### config.mk
export PLATFORM = sky130hd
export DESIGN_NAME = img_ctrl_seq
export DESIGN_NICKNAME = d
export VERILOG_FILES = /design/src/rtl/img_ctrl_pkg.sv /design/src/rtl/img_ctrl_seq_timer.sv /design/src/rtl/img_ctrl_seq.sv
export SDC_FILE = /design/constraint.sdc
export NUM_CORES = 1
export LEC_CHECK = 0
export BUFFER_PORTS_ARGS = -buffer_cell sky130_fd_sc_hd__buf_2
export CORE_MARGIN = 2
export CORE_UTILIZATION = 59
export CTS_CLUSTER_DIAMETER = 100
export DETAILED_ROUTE_END_ITERATION = 6
export GPL_TIMING_DRIVEN = 0
export PLACE_DENSITY_LB_ADDON = 0.15
export SYNTH_ARGS = -nofsm -noshare
export SYNTH_HDL_FRONTEND = slang
export SYNTH_SLANG_ARGS = --single-unit
### constraint.sdc
create_clock -name clk -period 10.8 [get_ports clk]
set_input_delay 0 -clock clk [delete_from_list [all_inputs] [get_ports clk]]
set_output_delay 0 -clock clk [all_outputs]
set_load 0.02 [all_outputs]
### src/rtl/img_ctrl_pkg.sv
// Shared encodings for the image-filter control sequencer: window-buffer ops,
// memory/address modes and the sequencer state set.
package img_ctrl_pkg;

    localparam logic [2:0] WB_NOP  = 3'd0;
    localparam logic [2:0] WB_S1   = 3'd1;
    localparam logic [2:0] WB_S2   = 3'd2;
    localparam logic [2:0] WB_SD3  = 3'd3;
    localparam logic [2:0] WB_SD4  = 3'd4;
    localparam logic [2:0] WB_SHFT = 3'd5;

    localparam logic SRAM_READ      = 1'b1;
    localparam logic SRAM_WRITE     = 1'b0;
    localparam logic ADDR_ROWCACHE  = 1'b1;
    localparam logic ADDR_OUTPUTARR = 1'b0;
    localparam logic SDRAM_READ     = 1'b1;
    localparam logic SDRAM_WRITE    = 1'b0;

    typedef enum logic [4:0] {
        ST_IDLE, ST_R0_RD, ST_R0_WAIT, ST_R0_WR, ST_R0_INC, ST_ROW_NEXT,
        ST_C0_SRD, ST_C0_SWAIT, ST_C0_WB1, ST_C0_DRD, ST_C0_DWAIT, ST_C0_WR, ST_C0_INC,
        ST_PX_SRD, ST_PX_SWAIT, ST_PX_WB2, ST_PX_DRD, ST_PX_DWAIT, ST_PX_CWR,
        ST_PX_OWR, ST_PX_OUPD, ST_PX_INC, ST_PX_SHFT,
        ST_FL_RD, ST_FL_SWAIT, ST_FL_WR, ST_FL_WWAIT, ST_FL_INC,
        ST_DONE, ST_ERR
    } state_t;

    function automatic logic is_wait(input state_t s);
        return (s == ST_R0_WAIT) || (s == ST_C0_SWAIT) || (s == ST_C0_DWAIT) ||
               (s == ST_PX_SWAIT) || (s == ST_PX_DWAIT) || (s == ST_FL_SWAIT) ||
               (s == ST_FL_WWAIT);
    endfunction

endpackage

### src/rtl/img_ctrl_seq_timer.sv
// Request watchdog shared by every wait state: counts cycles spent waiting and
// flags the last permitted cycle.
module req_timeout_timer #(
    parameter int TIMEOUT = 255,
    parameter int TO_W    = 8
) (
    input  logic clk,
    input  logic n_rst,
    input  logic clear,
    input  logic tick,
    output logic expired
);

    localparam logic [TO_W-1:0] LAST = TO_W'(TIMEOUT - 1);

    logic [TO_W-1:0] count_reg;

    always_ff @(posedge clk) begin
        if (!n_rst || clear) begin
            count_reg <= '0;
        end else if (tick && !expired) begin
            count_reg <= count_reg + TO_W'(1);
        end
    end

    // High during the TIMEOUT-th cycle of a wait; a response in that cycle still wins.
    assign expired = (count_reg == LAST);

endmodule

### src/rtl/img_ctrl_seq.sv
// Sequencer for a 2x2-window filter over a runtime-sized image: row caching,
// window-buffer feeding, output array fill and final flush back to SDRAM.
module img_ctrl_seq
    import img_ctrl_pkg::*;
#(
    parameter int CNT_W   = 12,
    parameter int TIMEOUT = 255,
    parameter int TO_W    = 8
) (
    input  logic             clk,
    input  logic             n_rst,
    input  logic             start_flag,
    input  logic [CNT_W-1:0] img_w,
    input  logic [CNT_W-1:0] img_h,
    input  logic             dataRead_sram,
    input  logic             dataRead_sdram,
    input  logic             dataWritten_sdram,
    output logic             enable_i,
    output logic             enable_j,
    output logic             enable_i_wr,
    output logic             enable_addr_calc_sram,
    output logic             enable_addr_calc_sdram,
    output logic             enable_WB,
    output logic [2:0]       mode_WB,
    output logic             enable_sram,
    output logic             mode_sram,
    output logic             read_en_sdram,
    output logic             write_en_sdram,
    output logic             mode_addr_calc_sram,
    output logic             mode_addr_calc_sdram,
    output logic [CNT_W-1:0] col_idx,
    output logic [CNT_W-1:0] row_idx,
    output logic             busy,
    output logic             finish_flag,
    output logic             error_flag
);

    localparam int KW = 2 * CNT_W;

    state_t           state_reg, state_next;
    logic [CNT_W-1:0] w_reg, h_reg, i_reg, j_reg;
    logic [KW-1:0]    k_reg;
    logic [KW-1:0]    flush_last;
    logic             dims_ok;
    logic             expired;

    assign dims_ok    = (img_w >= CNT_W'(2)) && (img_h >= CNT_W'(2));
    assign flush_last = (KW'(w_reg) - KW'(1)) * (KW'(h_reg) - KW'(1)) - KW'(1);
    assign col_idx    = i_reg;
    assign row_idx    = j_reg;

    req_timeout_timer #(.TIMEOUT(TIMEOUT), .TO_W(TO_W)) u_timer (
        .clk     (clk),
        .n_rst   (n_rst),
        .clear   (!is_wait(state_reg)),
        .tick    (is_wait(state_reg)),
        .expired (expired)
    );

    always_ff @(posedge clk) begin
        if (!n_rst) begin
            state_reg <= ST_IDLE;
        end else begin
            state_reg <= state_next;
        end
    end

    always_ff @(posedge clk) begin
        if (!n_rst) begin
            w_reg <= '0;
            h_reg <= '0;
            i_reg <= '0;
            j_reg <= '0;
            k_reg <= '0;
        end else begin
            case (state_reg)
                ST_IDLE, ST_ERR: begin
                    if (start_flag) begin
                        w_reg <= img_w;
                        h_reg <= img_h;
                        if (dims_ok) begin
                            i_reg <= '0;
                            j_reg <= '0;
                            k_reg <= '0;
                        end
                    end
                end
                ST_R0_INC, ST_C0_INC, ST_PX_INC: i_reg <= i_reg + CNT_W'(1);
                ST_ROW_NEXT: begin
                    i_reg <= '0;
                    j_reg <= j_reg + CNT_W'(1);
                end
                ST_FL_INC: k_reg <= k_reg + KW'(1);
                default: ;
            endcase
        end
    end

    always_comb begin
        state_next             = state_reg;
        enable_i               = 1'b0;
        enable_j               = 1'b0;
        enable_i_wr            = 1'b0;
        enable_addr_calc_sram  = 1'b0;
        enable_addr_calc_sdram = 1'b0;
        enable_WB              = 1'b0;
        mode_WB                = WB_NOP;
        enable_sram            = 1'b0;
        mode_sram              = SRAM_WRITE;
        read_en_sdram          = 1'b0;
        write_en_sdram         = 1'b0;
        mode_addr_calc_sram    = ADDR_ROWCACHE;
        mode_addr_calc_sdram   = SDRAM_READ;
        busy                   = 1'b1;
        finish_flag            = 1'b0;
        error_flag             = 1'b0;

        case (state_reg)
            ST_IDLE: begin
                busy = 1'b0;
                if (start_flag) state_next = dims_ok ? ST_R0_RD : ST_ERR;
            end
            ST_ERR: begin
                busy       = 1'b0;
                error_flag = 1'b1;
                if (start_flag) state_next = dims_ok ? ST_R0_RD : ST_ERR;
            end
            ST_R0_RD: begin
                read_en_sdram = 1'b1;
                state_next    = ST_R0_WAIT;
            end
            ST_R0_WAIT: begin
                if (dataRead_sdram) state_next = ST_R0_WR;
                else if (expired)   state_next = ST_ERR;
            end
            ST_R0_WR: begin
                enable_sram = 1'b1;
                state_next  = ST_R0_INC;
            end
            ST_R0_INC: begin
                enable_i               = 1'b1;
                enable_addr_calc_sram  = 1'b1;
                enable_addr_calc_sdram = 1'b1;
                state_next = (i_reg == w_reg - CNT_W'(1)) ? ST_ROW_NEXT : ST_R0_RD;
            end
            ST_ROW_NEXT: begin
                enable_j   = 1'b1;
                state_next = (j_reg + CNT_W'(1) == h_reg) ? ST_FL_RD : ST_C0_SRD;
            end
            ST_C0_SRD: begin
                enable_sram = 1'b1;
                mode_sram   = SRAM_READ;
                state_next  = ST_C0_SWAIT;
            end
            ST_C0_SWAIT: begin
                if (dataRead_sram) state_next = ST_C0_WB1;
                else if (expired)  state_next = ST_ERR;
            end
            ST_C0_WB1: begin
                enable_WB  = 1'b1;
                mode_WB    = WB_S1;
                state_next = ST_C0_DRD;
            end
            ST_C0_DRD: begin
                read_en_sdram = 1'b1;
                state_next    = ST_C0_DWAIT;
            end
            ST_C0_DWAIT: begin
                if (dataRead_sdram) state_next = ST_C0_WR;
                else if (expired)   state_next = ST_ERR;
            end
            ST_C0_WR: begin
                enable_WB   = 1'b1;
                mode_WB     = WB_SD3;
                enable_sram = 1'b1;
                state_next  = ST_C0_INC;
            end
            ST_C0_INC: begin
                enable_i               = 1'b1;
                enable_addr_calc_sram  = 1'b1;
                enable_addr_calc_sdram = 1'b1;
                state_next             = ST_PX_SRD;
            end
            ST_PX_SRD: begin
                enable_sram = 1'b1;
                mode_sram   = SRAM_READ;
                state_next  = ST_PX_SWAIT;
            end
            ST_PX_SWAIT: begin
                if (dataRead_sram) state_next = ST_PX_WB2;
                else if (expired)  state_next = ST_ERR;
            end
            ST_PX_WB2: begin
                enable_WB  = 1'b1;
                mode_WB    = WB_S2;
                state_next = ST_PX_DRD;
            end
            ST_PX_DRD: begin
                read_en_sdram = 1'b1;
                state_next    = ST_PX_DWAIT;
            end
            ST_PX_DWAIT: begin
                if (dataRead_sdram) state_next = ST_PX_CWR;
                else if (expired)   state_next = ST_ERR;
            end
            ST_PX_CWR: begin
                enable_WB   = 1'b1;
                mode_WB     = WB_SD4;
                enable_sram = 1'b1;
                state_next  = ST_PX_OWR;
            end
            ST_PX_OWR: begin
                enable_sram         = 1'b1;
                mode_addr_calc_sram = ADDR_OUTPUTARR;
                state_next          = ST_PX_OUPD;
            end
            ST_PX_OUPD: begin
                enable_addr_calc_sram  = 1'b1;
                mode_addr_calc_sram    = ADDR_OUTPUTARR;
                enable_addr_calc_sdram = 1'b1;
                state_next             = ST_PX_INC;
            end
            ST_PX_INC: begin
                enable_i              = 1'b1;
                enable_addr_calc_sram = 1'b1;
                state_next            = ST_PX_SHFT;
            end
            ST_PX_SHFT: begin
                enable_WB  = 1'b1;
                mode_WB    = WB_SHFT;
                // i was already advanced in PX_INC, so W here means the row is complete
                state_next = (i_reg == w_reg) ? ST_ROW_NEXT : ST_PX_SRD;
            end
            ST_FL_RD: begin
                enable_sram         = 1'b1;
                mode_sram           = SRAM_READ;
                mode_addr_calc_sram = ADDR_OUTPUTARR;
                state_next          = ST_FL_SWAIT;
            end
            ST_FL_SWAIT: begin
                if (dataRead_sram) state_next = ST_FL_WR;
                else if (expired)  state_next = ST_ERR;
            end
            ST_FL_WR: begin
                write_en_sdram       = 1'b1;
                mode_addr_calc_sdram = SDRAM_WRITE;
                state_next           = ST_FL_WWAIT;
            end
            ST_FL_WWAIT: begin
                if (dataWritten_sdram) state_next = ST_FL_INC;
                else if (expired)      state_next = ST_ERR;
            end
            ST_FL_INC: begin
                enable_i_wr            = 1'b1;
                enable_addr_calc_sram  = 1'b1;
                mode_addr_calc_sram    = ADDR_OUTPUTARR;
                enable_addr_calc_sdram = 1'b1;
                mode_addr_calc_sdram   = SDRAM_WRITE;
                state_next = (k_reg == flush_last) ? ST_DONE : ST_FL_RD;
            end
            ST_DONE: begin
                finish_flag = 1'b1;
                state_next  = ST_IDLE;
            end
            default: state_next = ST_IDLE;
        endcase
    end

endmodule

Word-level counts from Yosys, hierarchy flattened --
Cells that the tools add are included.
Operators by class: shift-type cells 0, reductions and logical operators 30, add/sub/neg operators 8, div/mod/pow operators 0, eq/ne operators 36, bitwise gates (word level) 0, multiply operators 1, mux-type cells 38, $lt $le $gt $ge 2
Operator list (number):
- $pmux 5 s28 | 1
- $eq 5x5->1 const B | 14
- $mux 5 | 11
- $mux 24 | 2
- $pmux 24 s2 | 1
- $eq 5x4->1 const B | 8
- $eq 12x12->1 | 3
- $pmux 12 s3 | 1
- $sub 12x1->13 const B | 2
- $add 12x1->12 const B | 2
- $add 24x1->24 const B | 1
- $eq 24x24->1 | 1
- $ge 12x2->1 const B | 2
- $mul 13x13->24 | 1
- $mux 12 | 2
- $pmux 12 s2 | 1
- $sub 24x1->24 const B | 1
- $eq 5x3->1 const B | 4
- $mux 1 | 15
- $pmux 3 s5 | 1
- $sub 12x1->12 const B | 1
- $eq 5x2->1 const B | 2
- $reduce_or 5->1 | 2
- $reduce_and 3->1 | 3
- other kinds (17) | 33
Storage, ports and cells: output and inout bits 42, bits in writable memories 0, word-level logic and storage cells 122, latch bits 0, ROM bits 0, memories kept 0, input port bits 30, bits in registers 85

Depth between registers and ports, before layout --
Gate-level depths: netlist (run 1).
depth after elaboration 9, depth in mapped cells 27

Modules after synthesis --
A second synthesis (run 1) with hierarchy kept.
Unflattened totals: cells, all modules 1491, area total of the unflattened synthesis 12323.1 µm²
Modules (own cells, without submodules):
- img_ctrl_seq | area each 11878.9 µm², times used 1, cells an instance 1438, seq. area each 1541.5 µm²
- req_timeout_timer | area each 444.2 µm², times used 1, cells an instance 53, seq. area each 160.2 µm²

Least setup slack after synthesis (run 1) --
Ideal clock, no wire load.
kind reg2reg, start point register h_reg[3], end point register state_reg[3], arrival time 7.333 ns, setup slack 3.406 ns, buffers on the path 3, stages on the path, launching flop included 25, required time 10.739 ns, cell sequence dfxtp_1 > buf_2 > or4_4 > nor4b_4 > nand2_1 > xnor2_1 > clkbuf_1 > nand2_1 > fa_1 > fa_1 > fa_1 > fa_1 > fa_1 > inv_1 > fa_1 > ha_1 > buf_2 > o21ai_0 > o21bai_1 > a2111oi_2 > nor2_1 > a2111o_1 > a311o_1 > nor4_2 > a32o_1
On the way: longest elaborated chain between the ends 6
RTL lines:
- start: declaration | line img_ctrl_seq.sv:41 | logic [CNT_W-1:0] w_reg, h_reg, i_reg, j_reg;
- start signal: assignment | line img_ctrl_seq.sv:80 | h_reg <= img_h;
- $sub 12x1->13 | line img_ctrl_seq.sv:48 | assign flush_last = (KW'(w_reg) - KW'(1)) * (KW'(h_reg) - KW'(1)) - KW'(1);
- $mul 13x13->24 | line img_ctrl_seq.sv:48
- $sub 24x1->24 | line img_ctrl_seq.sv:48
- $eq 24x24->1 | line img_ctrl_seq.sv:259 | state_next = (k_reg == flush_last) ? ST_DONE : ST_FL_RD;
- $mux 4 | line img_ctrl_seq.sv:259
- $pmux 5 s28 | line img_ctrl_seq.sv:118 | case (state_reg)
- end signal: assignment | line img_ctrl_seq.sv:64 | state_reg <= state_next;
- end: declaration | line img_ctrl_seq.sv:40 | state_t state_reg, state_next;
Every way passes these cells. A chain may end at the register's enable or synchronous reset.

Worst setup path after layout (run 1) --
start point register w_reg[0], end point register state_reg[3]
On the way: longest elaborated chain between the ends 6
RTL lines:
- start: declaration | line img_ctrl_seq.sv:41
- start signal: assignment | line img_ctrl_seq.sv:79 | w_reg <= img_w;
- $sub 12x1->13 | line img_ctrl_seq.sv:48
- $mul 13x13->24 | line img_ctrl_seq.sv:48
- $sub 24x1->24 | line img_ctrl_seq.sv:48
- $eq 24x24->1 | line img_ctrl_seq.sv:259
- $mux 4 | line img_ctrl_seq.sv:259
- $pmux 5 s28 (*) | line img_ctrl_seq.sv:118
Every way passes the cells marked *; elsewhere a longest branch is shown, timed or not.

==> results.md, run 1 <==
* Top delay family on crit path: adder cells
* Global-route wire length before repair at between 50000 and 60000 µm
* Max reg flops at 24
* Max Cap Viol at 0
* Clock latency on the worst-skew pair at about 0.36 ns
* Unrepaired setup endpoints after global routing: false
* Period utilization at a little under nine tenths
* Most used cell along the critical path: fa_1
* Buffers on Ports at just over 70
* Synth Net Count at around 1700
* Outcome: complete, no violations
* Warnings from Yosys at 0
* Slowest stage delay, CP at approximately 0.58 ns
* Vias per Instance at just under 6
* CP bufs+invs at 6
* Post CTS Setup Buffer Count at 0
* DRT iter0 DRCs at between 800 and 900
* Via count at approximately 11000
* Worst path arrival time at approximately 9.6 ns
* Post-CTS sizing at 0
* GR Util All Layers at between 30% and 40%
* Fin. Hold Viols at 0
* Final setup TNS at 0 ns
* Critical path required time at 11.10 ns
* Starting density of the core at ~60%
* Antenna violations before repair at 0
* Post-Synth Simple-Gate Area at around 22%
* WL final at around 34000 µm
* Achievable Freq at 108 MHz
* CTS sink count at 85
* Clk slew on worst S/H paths at 0.07 ns
* Core ar. at approximately 20000 µm²
* Mean Syn Cell Area at roughly 8.5 µm²
* CP Max Fanout at 10
* # rows at 52
* Synth Register Bits at 85
* CP Class: reg2reg
* Ys async rst share at 0%
* Final setup fails at 0
* Final Max Slew Viols at 0
* Post-Syn Area at roughly 12000 µm²
* DRC violations left at 0
* Setup Skew at a little under 0.007 ns
* Ant diodes at 0
* Share of layout cells above drive strength 1 at ~8.2%
* Slew margin rel. at around a quarter
* DR WL/cell at about 19 µm
* CTS tree: yes
* Hpwl dp at ~28000 µm
* Largest net degree at the start of global routing at 16
* TritonCTS buffer count at 9
* Largest family of logic cells by synthesized area: adder cells
* Post-synthesis mux area share at 1.81%
* Die Height at roughly 150 µm
* Worst Max-Slew Pin Slew at ~1.1 ns
* Die W at 148 µm
* Final ANT Viol Nets at 0
* Critical Path Source Type: flip-flop
* Yosys cell types at 85
* Post-synth EDFFs at 0
* Gpl congestion at roughly 0.99
* Synthesized instance count at ~1400
* DR pass1 iterations at 5
* Grt total ovfl at 0
* Nets at between 1500 and 2000
* Vias in the first global route at roughly 11000
* Post-Synth XOR/XNOR Area at 10.9%
* Boundary Pins at 72
* Root cell of the clock tree: clkbuf_16
* Slowest cell on the critical path: clkbuf_1
* Compound-Gate Fraction of Synth Area at about a tenth
* Register area share after synthesis at between 10% and 20%
* Worst Setup End Kind: flip-flop
* Ys flop type: dfxtp_1
* Clock Tree Buf Depth at 2
* Synth-to-Final Area Change at 10.5%
* Adder-Cell Fraction of Synth Area at approximately a third
* Htree depth at 3
* Die area at between 20000 and 25000 µm²
* Hold WC Path Type: in2reg
* Post-route minimum period at 9.27 ns
## Yosys cell counts (all sizes together), types with 13 or more instances
cell type | n | area [µm²]
a21oi | 60 | 304
and2 | 21 | 131
buf | 18 | 92.6
clkbuf | 49 | 188
dfxtp | 85 | 1700
fa | 165 | 3300
ha | 69 | 863
inv | 147 | 552
mux2i | 22 | 220
nand2 | 196 | 741
nand2b | 13 | 81.3
nand3 | 35 | 180
nand4 | 13 | 81.3
nor2 | 118 | 443
nor2b | 54 | 338
nor3 | 22 | 126
nor4 | 22 | 171
o21ai | 40 | 200
xnor2 | 86 | 753
xor2 | 63 | 552
## worst min-delay path, delay by kind of cell
family	cells	cell delay, ns
buffers and inverters	2	0.21
and+or+nand+nor	1	0.23
AOI/OAI and AO/OA	1	0.19
## layout by cell type, fill, tap and decap left out, types with 4 or more instances in the layout
cell,count
o22ai_1,10
fa_1,165
nor2b_1,54
nor4_1,18
nor2_1,118
xnor2_1,86
and2_1,21
and3_1,9
a31oi_1,5
a21oi_1,59
nand3b_1,4
ha_1,69
or3_1,11
nand3_1,34
buf_1,7
nand4_1,13
inv_1,147
a21o_1,5
dfxtp_1,85
clkbuf_16,9
o21ai_0,39
nor3_1,20
xor2_1,63
o31ai_1,4
clkbuf_1,46
mux2i_1,22
or4_1,4
o211ai_1,7
buf_2,79
nand2b_1,13
and4_1,6
o21a_1,7
dlygate4sd3_1,25
nand2_1,194
a211oi_1,6
## layout make-up
class,instances,area [µm²]
sequential,85,1700
clock buffer,10,239
fill,1739,6760
timing repair buffer,96,606
multi-input combinational,1139,9660
buffer,67,280
tap,270,338
inverter,148,556
clock inverter,6,93.8
## layer usage
layer / track usage [%] / wire length, µm
met5: 0 / 0
met4: 10.6 / 1030
met3: 5.59 / 2460
met2: 52.5 / 16100
met1: 45.5 / 14800
## path summary, 6_finish.rpt
path                                           start  cells after the start  slack [ns]                   end
worst max-delay path                        w_reg[0]                     25        1.53          state_reg[3]
worst min-delay path                      start_flag                      4        0.32          state_reg[4]
worst max register to register              w_reg[0]                     25        1.53          state_reg[3]
worst min register to register  u_timer.count_reg[6]                      2        0.52  u_timer.count_reg[6]
## logic make-up (layout without fill, tap and decap cells)
group / after synthesis / after routing
and+or+nand+nor: 546 / 546
buffers and inverters: 215 / 327
DFF: 85 / 85
AOI/OAI and AO/OA: 187 / 187
muxes: 22 / 22
xor gates and xnor gates: 150 / 150
adders and majority gates: 234 / 234
## repair_timing
action | in CTS | in global routing
setup endpoints to repair | 0 | 0
hold endpoints to repair | 25 | 0
hold buffers | 25 | 0
## metrics by stage
stage	instance area (µm²)	setup WS, ns	util [%]	hold WS (ns)	std cells
floorplan	12200	3.41	-	0.160	1439
global placement	12900	1.84	63.7	0.275	1780
detailed placement	12900	1.63	63.7	0.279	1780
CTS	13500	1.58	66.6	0.287	1821
global route	13500	1.03	66.6	0.337	1821
finish	13500	1.53	66.6	0.319	1821
Power of run 1 is not shown: default switching activity piles up to over one toggle a cycle in this logic, so the estimate is an artifact.
==> run 2: changes to the inputs <==
--- a/config.mk
+++ b/config.mk
@@ -6,6 +6,7 @@
 export NUM_CORES = 1
 export LEC_CHECK = 0
 export BUFFER_PORTS_ARGS = -buffer_cell sky130_fd_sc_hd__buf_2
+export CORE_ASPECT_RATIO = 0.6
 export CORE_MARGIN = 2
 export CORE_UTILIZATION = 59
 export CTS_CLUSTER_DIAMETER = 100
==> constraint.sdc (replaced) <==
create_clock -name clk -period 11.85 [get_ports clk]
set_input_delay 0 -clock clk [delete_from_list [all_inputs] [get_ports clk]]
set_output_delay 0 -clock clk [all_outputs]
set_load 0.02 [all_outputs]
==> run 2 against run 1 <==
The flow now finishes with violations (DRC); setup slack gained 1.3 ns; critical path depth decreased by 2; first-iteration DRC count rose by 0.71%; register-to-register slack better by 1.3 ns; non-clock buffer count unchanged; cell area hardly changed; die area up 0.17%; global-route usage rose by 0.26 points; worst hold slack worse by 0.081 ns; critical path type unchanged; highest routed layer unchanged.
==> results.md, run 2 (synthesis results as in run 1) <==
* Critical Path Source Type: flip-flop
* Largest net degree at the start of global routing at 18 (+2)
* Worst path arrival time at 9.29 ns (-0.28 ns)
* Boundary Pins at 72 (unchanged)
* Synth-to-Final Area Change at 10.4% (about the same)
* Unrepaired setup endpoints after global routing: false
* # rows at 40 (-23%)
* Die W at 190 µm (+28%)
* Commonest non-fill, non-tap cells in the layout: nand2_1 (194), fa_1 (165), inv_1 (147)
* Max Cap Viol at 0 (unchanged)
* Nets at 1810 (unchanged)
* DRC violations left at 1 (+1)
* TritonCTS buffer count at 9 (unchanged)
* Post-route minimum period at 8.99 ns (-0.281 ns)
* Hold endpoint: state_reg[4]
* Final core occ at 66.9% (+0.33 points)
* Final setup TNS at 0 ns (unchanged)
* Vias per Instance at 5.78 (-0.92%)
* Share of layout cells above drive strength 1 at 8.19% (unchanged)
* Core ar. at 20100 µm² (-0.57%)
* CTS sink count at 85 (unchanged)
* Via count at 10548 (-0.71%)
* DR WL/cell at 18.9 µm (+0.30%)
* Max reg flops at 24 (unchanged)
* GR Util All Layers at 33.0% (+0.26 points)
* WL final at 34600 µm (+0.52%)
* Hpwl dp at 28100 µm (+2.2%)
* Clk slew on worst S/H paths at 0.07 ns (about the same)
* Reg2reg end: state_reg[3]
* Outcome: finished with violations
* Most common cell after layout, fill and taps aside: nand2_1
* Achievable Freq at 111 MHz (+3.1%)
* Fillers at 1745 (+0.35%)
* Root cell of the clock tree: clkbuf_16
* Starting density of the core at 60.6% (+0.34 points)
* Worst Setup End Kind: flip-flop
* Clock latency on the worst-skew pair at 0.36 ns (about the same)
* Post-CTS sizing at 0 (unchanged)
* CTS tree: yes
* Hold path depth at 5 (+1)
* Vias in the first global route at 10176 (-4.7%)
* Clock Tree Buf Depth at 2 (unchanged)
* Flop2flop setup slack at 2.86 ns (+1.33 ns)
* DR pass1 iterations at 7 (+2)
* Buffers on Ports at 71 (unchanged)
* Hold path start: start_flag
* CP Class: reg2reg
* Setup Skew at 0.00911 ns (+0.00223 ns)
* Fin. Hold Viols at 0 (unchanged)
* Worst Max-Slew Pin Slew at 1.11 ns (-0.0152 ns)
* Period utilization at 75.9% (-10 points)
* Slew margin rel. at 25.8% (+1.3 points)
* CP Max Fanout at 10 (unchanged)
* Reg-to-Reg Start: w_reg[0]
* Final Max Slew Viols at 0 (unchanged)
* Final setup fails at 0 (unchanged)
* Critical path required time at 12.14 ns (+1.04 ns)
* Antenna violations before repair at 0 (unchanged)
* Htree depth at 3 (unchanged)
* Grt total ovfl at 0 (unchanged)
* Die Height at 115 µm (-22%)
* Die area at 21900 µm² (+0.17%)
* DRT iter0 DRCs at 850 (+0.71%)
* Hold WC Path Type: in2reg
* Gpl congestion at 0.991 (-0.34%)
* Failing checks: DRC
* Register-to-Register Path Depth at 23 (-8.0%)
* Final ANT Viol Nets at 0 (unchanged)
* Global-route wire length before repair at 55400 µm (-1.4%)
-- run 2: changes by cell type in the layout (fill, tap and decap cells not counted), sizes merged --
cell | before | now
bufinv | 2 | 1
diode | 0 | 1
clkinv | 3 | 2
clkbuf | 59 | 58
inv | 149 | 151
clkinvlp | 0 | 1
-- run 2: stage by stage --
stage	instances	hold WS [ns]	instance area, µm²	setup slack (ns)
after detailed placement	1783	0.272	12900	2.95
after global placement	1783	0.273	12900	2.99
after global routing	1824	0.264	13500	2.41
final	1825	0.238	13500	2.86
after CTS	1824	0.227	13500	2.92
after floorplan	1439	0.160	12200	4.46
-- run 2: critical path, stage by stage (launching register included) --
cell and delay [ns]:
dfxtp_1 0.32, clkbuf_1 0.51, clkinv_1 0.54, ha_1 0.46, nand2_1 0.11, xnor2_1 0.30
clkbuf_1 0.53, nand2_1 0.18, fa_1 0.54, fa_1 0.60, fa_1 0.46, fa_1 0.51
fa_1 0.55, inv_1 0.05, fa_1 0.48, ha_1 0.39, a211oi_1 0.24, o21bai_1 0.17
a2111oi_2 0.45, nor2_1 0.13, a2111o_1 0.42, a311o_1 0.32, nor4_2 0.39, a32o_1 0.25
-- run 2: final cells by class --
cell class | count | area [µm²] | share of cell area [%]
antenna | 1 | 2.50 | 0.0186
buffer | 67 | 280 | 2.08
clock buffer | 9 | 225 | 1.67
clock inverter | 7 | 91.3 | 0.678
inverter | 148 | 556 | 4.13
multi-input combinational | 1139 | 9660 | 71.7
sequential | 85 | 1700 | 12.6
tap | 273 | 342 | 2.54
timing repair buffer | 96 | 606 | 4.50
-- run 2: per-layer routing --
metal	GRT usage, %	vias up	part of all wire (%)	wire, µm
met5	0	-	0	0
met4	4.75	0	0.78	270
met3	11.7	31	12	3980
met2	45.6	463	39	13600
met1	50.2	5118	48	16700
li1	-	4936	-	-
-- run 2: worst max path at each step --
stage,from,end,slack (ns),cells past startpoint
5_1_grt,w_reg[0],state_reg[0],2.41,25
4_1_cts,w_reg[0],state_reg[3],2.92,23
6_report,w_reg[0],state_reg[3],2.86,23
3_5_place_dp,w_reg[0],state_reg[3],2.95,23
3_3_place_gp,w_reg[0],state_reg[3],2.99,23
2_1_floorplan,h_reg[3],state_reg[3],4.46,24
-- run 2: timing repair --
action | CTS | global route
hold buffers | 25 | 0
setup buffers | 0 | 0
hold endpoints to repair | 25 | 0
Power of run 2 is left out for the same reason.
==> run 3: changes to the inputs <==
==> constraint.sdc (replaced) <==
create_clock -name clk -period 8.8 [get_ports clk]
set_input_delay 0 -clock clk [delete_from_list [all_inputs] [get_ports clk]]
set_output_delay 0 -clock clk [all_outputs]
set_load 0.02 [all_outputs]
==> run 3 against run 2 <==
The run now ends clean; final cell count about the same; clock skew is 0.0015 ns lower; count of clock-buffer cells in the layout stayed put; largest cell class unchanged; critical path type unchanged; register-to-register slack got worse by 2.5 ns; setup slack worse by 2.5 ns; non-clock buffer count fell by 1; cell area grew 0.19%; fmax grew 6.5%; wire length rose by 0.21%; sequential share of layout area barely moved; core utilization up 0.13 points.
==> results.md, run 3 (synthesis results as in run 1) <==
* GR Util All Layers at 33.0% (unchanged)
* Nets at 1809 (-0.055%)
* # rows at 40 (unchanged)
* Clock latency on the worst-skew pair at 0.36 ns (about the same)
* Outcome: complete, no violations
* Worst path arrival time at 8.74 ns (-0.55 ns)
* Worst setup path end: state_reg[3]
* Vias in the first global route at 10176 (unchanged)
* Antenna violations before repair at 0 (unchanged)
* Setup Skew at 0.00762 ns (-0.00149 ns)
* Core ar. at 20100 µm² (unchanged)
* Worst Max-Slew Pin Slew at 1.12 ns (+0.00985 ns)
* Worst Setup SP: w_reg[0]
* Critical path required time at 9.10 ns (-3.04 ns)
* Fin area at 13500 µm² (+0.19%)
* Post CTS Setup Buffer Count at 0 (unchanged)
* Critical Path Source Type: flip-flop
* Max reg flops at 24 (unchanged)
* CP Max Fanout at 10 (unchanged)
* Final Max Slew Viols at 0 (unchanged)
* WL final at 34600 µm (+0.21%)
* Worst Setup End Kind: flip-flop
* Starting density of the core at 60.6% (unchanged)
* Max Cap Viol at 0 (unchanged)
* Final ANT Viol Nets at 0 (unchanged)
* Clk slew on worst S/H paths at 0.07 ns (about the same)
* Final setup fails at 0 (unchanged)
* Synth-to-Final Area Change at 10.6%
* Htree depth at 3 (unchanged)
* Die Height at 115 µm (unchanged)
* Root cell of the clock tree: clkbuf_16
* CTS tree: yes
* Post-route minimum period at 8.44 ns (-0.549 ns)
* Reg2reg end: state_reg[3]
* Flop2flop setup slack at 0.36 ns (-2.50 ns)
* Vias per Instance at 5.76 (-0.33%)
* Slew margin rel. at 25.2% (-0.66 points)
* Buffers on Ports at 71 (unchanged)
* CTS sink count at 85 (unchanged)
* TritonCTS buffer count at 9 (unchanged)
* Grt total ovfl at 0 (unchanged)
* Achievable Freq at 118 MHz (+6.5%)
* Commonest non-fill, non-tap cells in the layout: nand2_1 (194), fa_1 (165), inv_1 (147)
* Fin. Hold Viols at 0 (unchanged)
* Hold WC Path Type: in2reg
* Largest net degree at the start of global routing at 18 (unchanged)
* Die W at 190 µm (unchanged)
* Reg-to-Reg Start: w_reg[0]
* DRT iter0 DRCs at 896 (+5.4%)
* Share of layout cells above drive strength 1 at 8.65% (+0.46 points)
* CP Class: reg2reg
* Via count at 10507 (-0.39%)
* Boundary Pins at 72 (unchanged)
* Hpwl dp at 28100 µm (unchanged)
* Global-route wire length before repair at 55400 µm (unchanged)
* Register-to-Register Path Depth at 25 (+8.7%)
* Most common cell after layout, fill and taps aside: nand2_1
* Final core occ at 67.1% (+0.13 points)
* Die area at 21900 µm² (unchanged)
* DR pass1 iterations at 5 (-2)
* Gpl congestion at 0.991 (unchanged)
* Period utilization at 95.9% (+20 points)
* DP Area at 12900 µm² (unchanged)
* DRC violations left at 0 (-1)
* Clock Tree Buf Depth at 2 (unchanged)
* DR WL/cell at 19.0 µm (+0.27%)
* Unrepaired setup endpoints after global routing: false
==> run 3: changes by cell type in the layout (fill, tap and decap cells not counted) <==
cell / change
nor4_2: -1
clkinv_2: +1
nor4_4: +1
clkbuf_1: -5
xnor2_1: -2
xnor2_2: +2
clkinv_1: -1
clkbuf_2: +4
==> run 3: how the worst min path moves through the flow <==
stage | slack (ns) | to | cells after the start | start
global route | 0.26 | state_reg[4] | 5 | start_flag
detailed placement | 0.27 | w_reg[0] | 3 | img_w[0]
floorplan | 0.16 | w_reg[1] | 2 | img_w[1]
CTS | 0.23 | state_reg[4] | 5 | start_flag
finish | 0.24 | state_reg[4] | 5 | start_flag
global placement | 0.27 | w_reg[0] | 3 | img_w[0]
==> run 3: layer usage <==
layer | global-route usage (%) | share of wire [%] | vias to the layer above | wire, µm
li1 | - | - | 4925 | -
met1 | 50.2 | 48 | 5076 | 16600
met2 | 45.6 | 40 | 484 | 13700
met3 | 11.7 | 12 | 22 | 4070
met4 | 4.75 | 0.72 | 0 | 251
met5 | 0 | 0 | - | 0
==> run 3: final cells by class <==
type	instances	area, µm²
clock buffers	9	225
flip-flops and latches	85	1700
plain buffers	66	282
diodes	1	2.50
fillers	1745	6630
clock inverters	7	91.3
repair buffers	96	606
inverters	148	557
well taps	273	342
multi-input cells	1139	9680
==> run 3: through the flow <==
| stage | setup slack (ns) | cells | hold slack [ns] | setup TNS, ns |
|---|---|---|---|---|
| floorplan | 1.41 | 1439 | 0.160 | 0 |
| global placement | -0.0586 | 1783 | 0.273 | -0.111 |
| detailed placement | -0.0985 | 1783 | 0.272 | -0.263 |
| CTS | 0.0808 | 1824 | 0.227 | 0 |
| global route | 0.0121 | 1823 | 0.264 | 0 |
| finish | 0.358 | 1824 | 0.242 | 0 |
==> run 3: what timing repair did <==
item,in CTS,in global routing
setup endpoints to repair,3,3
hold buffers,25,0
gates resized for setup,1,11
hold endpoints to repair,25,0
==> run 3: worst max-delay path: stages, from the launching register on <==
cell and delay (ns):
dfxtp_1 0.50, clkinv_2 0.25, ha_1 0.33, nand2_2 0.15, nor3_1 0.24, nand2_1 0.15, xnor2_1 0.77, and2_1 0.26
fa_1 0.42, fa_1 0.52, inv_1 0.06, fa_1 0.58, fa_1 0.47, fa_1 0.56, inv_1 0.06, fa_1 0.43
ha_1 0.28, clkbuf_1 0.19, a21o_1 0.23, a21boi_1 0.29, a21bo_2 0.26, a221oi_1 0.24, nand4_1 0.14, a2111o_1 0.39
nor4_4 0.37, a32o_1 0.23
Power of run 3 is left out for the same reason.
